File: src/rtl/adder_pkg.sv
// Shared encodings for the pipelined adder/subtractor.
package adder_pkg;

    localparam logic OP_ADD = 1'b0;
    localparam logic OP_SUB = 1'b1;

endpackage

File: src/rtl/adder_stage.sv
// One slice of the pipelined adder: adds its WIDTH/STAGES-bit slice plus the
// incoming carry and registers the result with the operands carried alongside.
module adder_stage #(
    parameter int unsigned WIDTH = 8,
    parameter int unsigned SLICE = 4,
    parameter int unsigned IDX   = 0
) (
    input  logic             clk,
    input  logic             rst,
    input  logic             en,
    input  logic             valid_in,
    input  logic [WIDTH-1:0] a_in,
    input  logic [WIDTH-1:0] b_in,
    input  logic [WIDTH-1:0] sum_in,
    input  logic             carry_in,
    input  logic             op_in,
    output logic             valid_out,
    output logic [WIDTH-1:0] a_out,
    output logic [WIDTH-1:0] b_out,
    output logic [WIDTH-1:0] sum_out,
    output logic             carry_out,
    output logic             op_out
);

    localparam int unsigned LO = IDX * SLICE;

    logic [SLICE:0]     slice_sum;
    logic [WIDTH-1:0]   sum_next;

    // Upstream stages leave this slice of sum_in at zero, so OR merges it in.
    always_comb begin
        slice_sum = {1'b0, a_in[LO +: SLICE]} + {1'b0, b_in[LO +: SLICE]}
                  + {{SLICE{1'b0}}, carry_in};
        sum_next  = sum_in | (WIDTH'(slice_sum[SLICE-1:0]) << LO);
    end

    always_ff @(posedge clk or posedge rst) begin
        if (rst) begin
            valid_out <= 1'b0;
            a_out     <= '0;
            b_out     <= '0;
            sum_out   <= '0;
            carry_out <= 1'b0;
            op_out    <= 1'b0;
        end else if (en) begin
            valid_out <= valid_in;
            a_out     <= a_in;
            b_out     <= b_in;
            sum_out   <= sum_next;
            carry_out <= slice_sum[SLICE];
            op_out    <= op_in;
        end
    end

endmodule

File: src/rtl/adder_pipe.sv
// Pipelined WIDTH-bit add/subtract split into STAGES carry-linked slices.
// Define ADDER_PIPE_SAT_EN to clamp results on carry/borrow instead of wrapping.
module adder_pipe
    import adder_pkg::*;
#(
    parameter int unsigned WIDTH  = 8,
    parameter int unsigned STAGES = 2
) (
    input  logic             clk,
    input  logic             rst,
    input  logic             in_valid,
    output logic             in_ready,
    input  logic [WIDTH-1:0] in_a,
    input  logic [WIDTH-1:0] in_b,
    input  logic             in_op,
    output logic             out_valid,
    input  logic             out_ready,
    output logic [WIDTH-1:0] out_sum,
    output logic             out_flag
);

    localparam int unsigned SLICE = WIDTH / STAGES;

    logic             valid_s [STAGES+1];
    logic [WIDTH-1:0] a_s     [STAGES+1];
    logic [WIDTH-1:0] b_s     [STAGES+1];
    logic [WIDTH-1:0] sum_s   [STAGES+1];
    logic             carry_s [STAGES+1];
    logic             op_s    [STAGES+1];

    logic             flag;

    assign in_ready = !out_valid || out_ready;

    // Subtract is A + ~B + 1: B is inverted here and the +1 rides in as carry-in.
    assign valid_s[0] = in_valid;
    assign op_s[0]    = in_valid & in_op;
    assign a_s[0]     = in_valid ? in_a : '0;
    assign b_s[0]     = !in_valid ? '0 : ((in_op == OP_SUB) ? ~in_b : in_b);
    assign carry_s[0] = (op_s[0] == OP_SUB);
    assign sum_s[0]   = '0;

    for (genvar k = 0; k < STAGES; k++) begin : g_stage
        adder_stage #(
            .WIDTH (WIDTH),
            .SLICE (SLICE),
            .IDX   (k)
        ) u_stage (
            .clk       (clk),
            .rst       (rst),
            .en        (in_ready),
            .valid_in  (valid_s[k]),
            .a_in      (a_s[k]),
            .b_in      (b_s[k]),
            .sum_in    (sum_s[k]),
            .carry_in  (carry_s[k]),
            .op_in     (op_s[k]),
            .valid_out (valid_s[k+1]),
            .a_out     (a_s[k+1]),
            .b_out     (b_s[k+1]),
            .sum_out   (sum_s[k+1]),
            .carry_out (carry_s[k+1]),
            .op_out    (op_s[k+1])
        );
    end

    assign out_valid = valid_s[STAGES];
    assign flag      = (op_s[STAGES] == OP_SUB) ? ~carry_s[STAGES] : carry_s[STAGES];
    assign out_flag  = flag;

`ifdef ADDER_PIPE_SAT_EN
    assign out_sum = !flag ? sum_s[STAGES] : ((op_s[STAGES] == OP_SUB) ? '0 : '1);
`else
    assign out_sum = sum_s[STAGES];
`endif

endmodule

File: config.mk
export PLATFORM = sky130hd
export DESIGN_NAME = adder_pipe
export DESIGN_NICKNAME = d
export VERILOG_FILES = /design/src/rtl/adder_pkg.sv /design/src/rtl/adder_stage.sv /design/src/rtl/adder_pipe.sv
export SDC_FILE = /design/constraint.sdc
export NUM_CORES = 1
export LEC_CHECK = 0
export BUFFER_PORTS_ARGS = -buffer_cell sky130_fd_sc_hd__buf_4
export CAP_MARGIN = 20
export CORE_ASPECT_RATIO = 1.5
export CORE_MARGIN = 2
export CORE_UTILIZATION = 57
export DETAILED_ROUTE_END_ITERATION = 7
export PLACE_DENSITY = 0.84
export SLEW_MARGIN = 20
export SYNTH_ARGS = -nofsm -noshare
export SYNTH_HDL_FRONTEND = slang
export SYNTH_SLANG_ARGS = --single-unit
File: constraint.sdc
create_clock -name clk -period 3.1 [get_ports clk]
set_input_delay 0.465 -clock clk [delete_from_list [all_inputs] [get_ports clk]]
set_output_delay 0.465 -clock clk [all_outputs]
set_load 0.05 [all_outputs]
==> reports/metrics.cfg <==
[status]
status = finished, final reports clean

[timing]
max-slew-margin-rel_pct = 35.03
hold_slack_ns = 0.3514
fin_setup_tns_ns = 0
skew_ns = 0.006364
final_max_slew_viol_count = 0
rsz0062_at_grt = false
finalSetupViolCount = 0
fin_crit_sh_pct = 60.72
fmax_mhz = 531.3
finalHoldViolations = 0
period_needed_ns = 1.882
worstMarginPinSlew_ns = 0.9734

[floorplan]
num_rows = 22
fp.dieW_um = 44.40
die_h_um = 64.59
start_util_pct = 58.25
dieArea_sq_um = 2867
core_area_sq_um = 2395
ios = 32

[grt]
grt_usage_pct = 21.49
grt_pass1_wl_mm = 4.567
grt_pass1_vias = 1131
grt_max_degree = 28
antenna_found_initial = 0
overflow = 0

[worst_setup_path]
critPathArrivalTime_ns = 1.42
worstRegToRegCells = 7
start_kind = flip-flop
endpoint_kind = output pin
crit_type = flip-flop to output pin
cp.required_ns = 2.63
path_max_fanout = 23

[cts]
root_buffer = clkbuf_4
cts_tree = done
clk_path_buf_depth = 2
ctsResizeCount = 0
post_cts_buffers = 0
clock_latency_ns = 0.33
cts_made_buffers = 3
hold_buffers = 0
clock-sinks = 26
htreeDepth = 1
cts.clk_slew.worst_paths_ns = 0.13

[synthesis]
post_synth_main_area_contributors = dfrtp_1 (47%), nand2_1 (11%), fa_1 (5.7%)
synth.avg_cell_area_sq_um = 9.490
yosysMostFrequentCell = nand2_1
synth_warnings = 0
synthCells = 147
synth_edf_count = 0
ys.flop_type = dfrtp_1
syn_area_sq_um = 1395
yosysSeqAreaShare_pct = 46.64
synth.distinct_cells = 28
yosys-top-cells-count = nand2_1 (40), dfrtp_1 (26), inv_1 (9)
netlist.area_leader.share_pct = 46.64
yosys.area.top_type = dfrtp_1
async_reset_ff_share_pct = 100.0
ys_seq_elements = 26
syn_nets = 178

[drt]
route.detailed.drc = 0
drt-total-wl_mm = 2.575
num_vias = 1062
first_pass_iters = 4
post_drt_wl_per_cell_um = 12.94
viasPerCell = 5.337
first_iter_violations = 17
ant_nets = 0

[hold_path]
hp-class = primary input to async pin

[finish]
nNetsFinal = 208
stdcell_area_sq_um = 1638
antenna_cells = 0
synthToLayoutAreaGrowth_pct = 17.40
drive_above_1_share_pct = 21.71
fillers = 207

[placement]
gp_congestion = 0.8369
io_buffers = 31
post_dp_cell_area_sq_um = 1615
dp_hpwl_mm = 1.961

[power_and_ir_drop]
power_switching_w = 0.0003979
p_total_w = 0.0009881
p_leak_nw = 0.8685
clkPwrFrac_pct = 14.4
vdd_ir_drop_max_mv = 0.3681
power_frac_comb_pct = 40.8
p_sw_share_pct = 40.28
power_density_nw_per_um2 = 603.3
seq_power_share_pct = 44.8
p_int_w = 0.0005901

[flow_run]
cap_violations = 0

-- per-layer routing --
metal  vias to the layer above  global-route usage, %  wire (um)
li1                        528                      -          -
met1                       498                  21.93       1013
met2                        26                  39.71       1389
met3                        10                  2.786         75
met4                         0                  12.12         97
met5                         -                      0          0
-- power by group through the flow --
stage	Combinational (W)	Sequential [W]	Clock [W]
6_report	0.000403	0.000443	0.000142
5_1_grt	0.000439	0.000451	0.000155
4_1_cts	0.000407	0.000444	0.000148
3_5_place_dp	0.000407	0.000452	0
3_3_place_gp	0.000395	0.000447	0
2_1_floorplan	0.000172	0.000567	0
-- flip-flops by register name, indices dropped and copies added, names as in the netlist --
name / count
g_stage.u_stage.op_out: 2
g_stage.u_stage.carry_out: 2
g_stage.u_stage.a_out: 4
g_stage.u_stage.sum_out: 12
g_stage.u_stage.valid_out: 2
g_stage.u_stage.b_out: 4
-- final cells by class --
type                       instances  area [sq um]  share of cell area (%)
multi-input combinational        104         656.9                   40.11
sequential                        26         650.6                   39.73
timing repair buffer              32         240.2                   14.67
clock buffer                       3         22.52                   1.375
inverter                          10         37.54                   2.292
tap                               24         30.03                   1.833
-- cells in the final DEF (no fill, tap or decap), types with 3 or more instances in the layout --
cell type	n
a21oi_1	6
and2_1	4
buf_4	32
clkbuf_4	3
dfrtp_1	26
fa_1	4
ha_1	6
inv_1	9
nand2_1	40
nand3_1	4
nor2_1	6
o21ai_0	8
xnor2_1	5
xor2_1	5
-- logic make-up (layout without fill, tap and decap cells) --
family | after synthesis | count (layout) | synth area share [%]
buffers and inverters | 17 | 45 | 6.278
DFF | 26 | 26 | 46.64
AOI/OAI and AO/OA | 22 | 22 | 9.686
adders and majority gates | 10 | 10 | 11.12
xor gates and xnor gates | 10 | 10 | 6.278
muxes | 1 | 1 | 0.7175
and+or+nand+nor | 61 | 61 | 19.28
-- critical path: stages (launching register included) --
cell	delay (ns)
dfrtp_1	0.41
nor2b_4	0.13
inv_2	0.28
buf_4	0.27
-- path summary, 6_finish.rpt --
check	startpoint	slack [ns]	endpoint
max reg2reg	g_stage[0].u_stage.a_out[4]	1.34	g_stage[1].u_stage.carry_out
max in group asynchronous	rst	2.16	g_stage[0].u_stage.sum_out[2]
min in group clk	in_a[7]	0.36	g_stage[0].u_stage.a_out[7]
min	rst	0.35	g_stage[0].u_stage.a_out[6]
min reg2reg	g_stage[1].u_stage.sum_out[5]	0.48	g_stage[1].u_stage.sum_out[5]
max	g_stage[1].u_stage.valid_out	1.22	in_ready
-- per-stage QoR --
stage          worst slack (ns)  std cells  utilization, %
2_1_floorplan            0.9775        147               -
3_3_place_gp             0.9854        196           67.45
3_5_place_dp             0.9154        196           67.45
4_1_cts                   1.201        199           68.39
5_1_grt                   1.097        199           68.39
6_report                  1.218        199           68.39
No activity file was read; power rests on OpenSTA's default activity.
